### src/rtl/phase_seq_ctrl.sv
// Eight-phase run sequencer: N full phase cycles with hold, abort and done.
// Optional PHASE_SEQ_SKIP_EN adds skip_mask to skip phases 1..7.
module phase_seq_ctrl #(
  parameter int CYCLES_W = 8
) (
  input  logic                clk,
  input  logic                reset,
  input  logic                cmd_valid,
  output logic                cmd_ready,
  input  logic [CYCLES_W-1:0] cmd_cycles,
  input  logic                hold,
  input  logic                abort,
`ifdef PHASE_SEQ_SKIP_EN
  input  logic [7:0]          skip_mask,
`endif
  output logic [2:0]          phase,
  output logic                phase_odd,
  output logic                busy,
  output logic                done,
  output logic                aborted,
  output logic [CYCLES_W-1:0] cycles_left
);

  typedef enum logic [1:0] {
    IDLE = 2'd0,
    RUN  = 2'd1,
    DONE = 2'd2
  } state_t;

  state_t              state, state_n;
  logic [2:0]          phase_n;
  logic [CYCLES_W-1:0] left_n;
  logic                aborted_q, aborted_n;
  logic [2:0]          adv;
  logic                wrap;

`ifdef PHASE_SEQ_SKIP_EN
  logic [7:0] eff_mask;
  logic       found;
  logic [2:0] cand;

  // First unmasked index above the current phase; phase 0 is always eligible.
  always_comb begin
    eff_mask = {skip_mask[7:1], 1'b0};
    found    = 1'b0;
    adv      = 3'd0;
    cand     = 3'd0;
    for (int i = 1; i < 8; i++) begin
      cand = phase + 3'(i);
      if (!found && !eff_mask[cand]) begin
        adv   = cand;
        found = 1'b1;
      end
    end
    wrap = (adv <= phase);
  end
`else
  always_comb begin
    adv  = phase + 3'd1;
    wrap = (phase == 3'd7);
  end
`endif

  always_ff @(posedge clk) begin
    if (reset) begin
      state       <= IDLE;
      phase       <= 3'd0;
      cycles_left <= '0;
      aborted_q   <= 1'b0;
    end else begin
      state       <= state_n;
      phase       <= phase_n;
      cycles_left <= left_n;
      aborted_q   <= aborted_n;
    end
  end

  always_comb begin
    state_n   = state;
    phase_n   = phase;
    left_n    = cycles_left;
    aborted_n = 1'b0;
    unique case (state)
      IDLE: begin
        if (cmd_valid) begin
          phase_n = 3'd0;
          if (cmd_cycles == '0) begin
            state_n = DONE;
            left_n  = '0;
          end else begin
            state_n = RUN;
            left_n  = cmd_cycles;
          end
        end
      end
      RUN: begin
        if (abort) begin
          state_n   = IDLE;
          phase_n   = 3'd0;
          left_n    = '0;
          aborted_n = 1'b1;
        end else if (!hold) begin
          phase_n = adv;
          if (wrap) begin
            if (cycles_left == CYCLES_W'(1)) begin
              state_n = DONE;
              phase_n = 3'd0;
              left_n  = '0;
            end else begin
              left_n = cycles_left - CYCLES_W'(1);
            end
          end
        end
      end
      DONE: state_n = IDLE;
      default: begin
        state_n = IDLE;
        phase_n = 3'd0;
        left_n  = '0;
      end
    endcase
  end

  assign cmd_ready = reset || (state == IDLE);
  assign busy      = !reset && (state == RUN);
  assign done      = !reset && (state == DONE);
  assign aborted   = !reset && aborted_q;
  assign phase_odd = busy && phase[0];

endmodule
### config.mk
export PLATFORM = sky130hd
export DESIGN_NAME = phase_seq_ctrl
export DESIGN_NICKNAME = d
export VERILOG_FILES = /design/src/rtl/phase_seq_ctrl.sv
export SDC_FILE = /design/constraint.sdc
export NUM_CORES = 1
export LEC_CHECK = 0
export BUFFER_PORTS_ARGS = -buffer_cell sky130_fd_sc_hd__buf_2
export CAP_MARGIN = 20
export CORE_MARGIN = 1
export CORE_UTILIZATION = 49
export DETAILED_ROUTE_END_ITERATION = 7
export GPL_ROUTABILITY_DRIVEN = 0
export GPL_TIMING_DRIVEN = 0
export PLACE_DENSITY = 0.81
export SYNTH_ARGS = -nofsm -noshare
export SYNTH_HDL_FRONTEND = slang
export SYNTH_SLANG_ARGS = --single-unit
### constraint.sdc
create_clock -name clk -period 2.65 [get_ports clk]
set_clock_uncertainty 0.15 [all_clocks]
set_input_delay 0.1325 -clock clk [delete_from_list [all_inputs] [get_ports clk]]
set_output_delay 0.1325 -clock clk [all_outputs]
set_load 0.02 [all_outputs]
### Word level (Yosys, flattened, before mapping)

Index checks and enable logic that the tools add are counted.

* flip-flop bits (word level): 14
* bits of input ports: 13
* output and inout bits: 16
* word-level logic and storage cells: 49

* add/sub/neg operators: 2
* equal/unequal tests: 8
* muxes and demuxes: 21
* bitwise operators: 2
* reductions and logical operators: 12

Operator list (number)
* 2-to-1 mux 8 bit: 6
* one-hot mux 8 bit (3 select lines): 1
* 2-to-1 mux 3 bit: 5
* 2-to-1 mux 2 bit: 6
* != test 3 bit (second input constant): 3
* one-hot mux 3 bit (3 select lines): 1
* equality test 8 x 1 -> 1 bit (second input constant): 1
* logical NOT 8 bit: 1
* AND reduction 4 bit: 2
* subtractor 8 x 1 -> 8 bit (second input constant): 1
* logical AND 1 bit: 4
* one-hot mux 2 bit (2 select lines): 1
* adder 3 x 1 -> 3 bit (second input constant): 1
* equality test 3 bit (second input constant): 1
* AND reduction 3 bit: 1
* equality test 2 x 1 -> 1 bit (second input constant): 1
* equality test 2 bit (second input constant): 1
* logical NOT 2 bit: 1
* != test 2 bit (second input constant): 1
* inverter 1 bit: 2
* OR reduction 2 bit: 1
* logical NOT 1 bit: 1
* logical OR 1 bit: 1
* 2-to-1 mux 1 bit: 1

### Logic depth before layout (Yosys ltp)

* word-level depth: 6
* depth in mapped cells: 6
* gate-level depth less buffers: 6

### Worst setup path before layout

Ideal clock, no wire load.

* kind: register to register
* from: reg cycles_left[0]
* to: reg cycles_left[6]
* library setup time: 0.114 ns
* data arrival time: 1.775 ns
* data required time: 2.386 ns
* slack: 0.611 ns
* stages on the path, launching flop included: 7
* buffers on the path: 0
* period minus slack after synthesis: 2.039 ns
* cells stage by stage: dfxtp_1 -> inv_1 -> ha_1 -> or3b_2 -> nor3_1 -> mux2_2 -> a21o_1

* word-level cells in the longest chain between the ends: 6
* elaborated cells between the ends (all ways): 7
* classes of those cells: add/sub (1); eq/ne (1); mux (5)

RTL lines
* from (decl): line 21 `output logic [CYCLES_W-1:0] cycles_left`
* from (signal assigned): line 73 `cycles_left <= left_n;`
* subtractor 8 x 1 -> 8 bit / equality test 8 x 1 -> 1 bit (equally long branches): line 110, 105
* 2-to-1 mux 8 bit *: line 105 `if (cycles_left == CYCLES_W'(1)) begin`
* 2-to-1 mux 8 bit *: line 104 `if (wrap) begin`
* 2-to-1 mux 8 bit *: line 102 `end else if (!hold) begin`
* 2-to-1 mux 8 bit *: line 97 `if (abort) begin`
* one-hot mux 8 bit (3 select lines) *: line 83 `unique case (state)`

Mark *: on every way between the ends. The rest lies on a longest branch, timed or not. The select of a mux whose other input is x is not followed.
A chain may end at the register's enable or synchronous reset.

### Worst setup path in the final report

Same ends and word-level chain as after synthesis.

==> results.md <==
- Tightest Pin Transition: slightly above 0.7 ns
- Fin crit period: ~2.1 ns
- Setup bufs post-CTS: 0
- TritonRoute pass-1 iters: 4
- H-tree depth: 1
- Nets: ~170
- # diodes: 0
- Final period util: between 70% and 80%
- Via count: between 1000 and 1500
- Core ar.: between 1500 and 2000 sq um
- Mapped cell area: slightly above 900 sq um
- DIE WIDTH: about 46 um
- I/O Pins: 29
- Post-route DRC: 0
- RSZ-0062 raised after global routing: no
- CTS tree: yes
- Antenna-violating nets left: 0
- Synth Warn #: 0
- Finished Layout Cells: roughly 170
- Max_cap viols: 0
- Worst Path Required: ~2.7 ns
- Most frequent cells in the layout: 29 x buf_2, 14 x dfxtp_1, 8 x nand2_1, 8 x nand3_1
- Maximum vdd drop: 0.000301 V
- Global-route wire length before repair: roughly 4000 um
- Leak Pwr: around 0.55 nW
- P_sw: between 0.15 and 0.2 mW
- Hold-fix buffers, CTS: 7
- Die ar.: approximately 2100 sq um
- TritonCTS buffer count: 3
- Cells after Synth: 110
- Vias in the first global route: 938
- Internal power: approximately 0.38 mW
- Max FO, Critical Path: 8
- Post-CTS sizing: 0
- Initial detailed-routing violation count: 29
- Register bit total from synthesis: 14
- Largest net degree at the start of global routing: 11
- Comb pwr share: ~29%
- Critical path type: flop to flop
- Post-synthesis sequential area ratio: 30.0%
- Port bufs: 28
- Clock latency on the worst-skew pair: around 0.28 ns
- Fin util: slightly below 70%
- Syn_nets: 127
- Async set or reset register ratio after synthesis: 0%
- Initial antenna violation count: 0
- P per Cell Area: 465 nW/um^2
- HP Class: input port to flop
- Slew headroom: 52.8%
- Clock-pin slew on the worst setup and hold paths: about 0.09 ns
- CP startpoint kind: flop
- Final Setup Violations: 0
- Outcome: finished clean
- Clk network pwr share: 28.0%
- Flop pwr share: 43.3%
- Sw frac: 33.1%
- Main synth FF type: dfxtp_1
- Die height: between 40 and 50 um
- Most common cell after layout, fill and taps aside: buf_2
- Synth cell types: between 40 and 50
- Final slew viol count: 0
- Routed wire per std cell: roughly 14 um
- Critical path arrival: 2.13 ns
- Clock Root Buffer: clkbuf_4
- Layout cell share with drive strength beyond 1: 28.9%
- Final setup TNS: 0 ns
- Overall routing resource usage: 26.7%
- CTS Sinks: 14
- GRT overflow: 0
- Dpl cells: around 160
- Post-DP HPWL: between 1500 and 2000 um
- Post-synth EDFFs: 0
- Syn_area_per_cell: about 8.5 sq um
- Clk buf depth: 2
- Routed wire length: between 2000 and 2500 um
- Area growth syn-to-layout: 29.7%
- Via/cell ratio: roughly 6.1
- Max Freq: around 0.48 GHz
- Hold slack: roughly 0.012 ns
- Row count: 15
- CP endpoint kind: flop
- Final Hold Fails: 0
- Initial Util: between 50% and 60%
==> power by group through the flow <==
stage               clock network (mW)  registers (mW)  logic (mW)
finish                           0.158           0.244       0.162
global route                     0.165           0.247       0.177
CTS                              0.159           0.243       0.161
detailed placement                   0           0.248       0.152
global placement                     0           0.247       0.149
floorplan                            0           0.256      0.0957
==> metal layers <==
layer / routed length, um / GRT usage [%] / vias up / part of all wire, %
met1: 1040 / 32.7 / 501 / 42
met2: 1200 / 43.7 / 51 / 49
met4: 44 / 11.5 / 0 / 1.8
met3: 192 / 6.75 / 6 / 7.8
li1: - / - / 506 / -
met5: 0 / 0 / - / 0
==> critical path: stages (launching register included) <==
cell and delay (ns):
dfxtp_1 0.39, inv_1 0.09, ha_1 0.18, or3b_2 0.50, nor3_1 0.17, mux2_2 0.35, a21o_1 0.17
==> sequential cells by signal, summed over array words and instances, names as in the netlist <==
name,count
aborted_q,1
state,2
cycles_left,8
phase,3
==> path summary, 6_finish.rpt <==
kind	start	endpoint	slack, ns	cells after the start
max	cycles_left[0]$_SDFFE_PP0P_	cycles_left[6]$_SDFFE_PP0P_	0.56	6
min	cmd_cycles[6]	cycles_left[6]$_SDFFE_PP0P_	0.01	3
max reg2reg	cycles_left[0]$_SDFFE_PP0P_	cycles_left[6]$_SDFFE_PP0P_	0.56	6
min reg2reg	phase[1]$_SDFFE_PP0P_	phase[1]$_SDFFE_PP0P_	0.42	2
==> cells in the mapped netlist (2+ instances only) <==
| cell | n | share of area [%] |
|---|---|---|
| a32oi_1 | 5 | 4.7 |
| inv_1 | 5 | 2.0 |
| dfxtp_1 | 14 | 30 |
| nor3b_1 | 3 | 2.4 |
| ha_1 | 4 | 5.4 |
| nand2_1 | 8 | 3.2 |
| and4b_1 | 2 | 2.1 |
| nand2b_1 | 2 | 1.3 |
| nor4_1 | 3 | 2.0 |
| and2_1 | 2 | 1.3 |
| and3_1 | 2 | 1.3 |
| nor3_1 | 7 | 3.7 |
| a2bb2oi_1 | 2 | 1.9 |
| a21oi_1 | 2 | 1.1 |
| nor2_1 | 7 | 2.8 |
| nand4_1 | 3 | 2.0 |
| nand3_1 | 8 | 4.3 |
| nor2b_1 | 4 | 2.7 |
| o211ai_1 | 3 | 2.4 |
==> per-stage QoR <==
step | power (mW) | setup slack, ns | instance area [sq um]
4_1_cts | 0.563 | 0.551 | 1210
6_report | 0.564 | 0.555 | 1210
3_5_place_dp | 0.400 | 0.580 | 1110
3_3_place_gp | 0.396 | 0.591 | 1110
5_1_grt | 0.590 | 0.445 | 1210
2_1_floorplan | 0.352 | 0.611 | 935
==> cell type report <==
type / instances / area [sq um]
clock buffer: 4 / 36.3
tap: 25 / 31.3
timing repair buffer: 35 / 210
fill: 168 / 552
sequential: 14 / 280
inverter: 5 / 18.8
buffer: 3 / 20.0
multi-input combinational: 88 / 616
==> cell families after synthesis <==
group | after synthesis | share of synthesized area (%)
and+or+nand+nor | 59 | 38.4
AOI/OAI and AO/OA | 23 | 19.8
DFF | 14 | 30.0
buffers and inverters | 8 | 4.15
adders and majority gates | 4 | 5.35
muxes | 2 | 2.28
No activity file was read; power rests on OpenSTA's default activity.
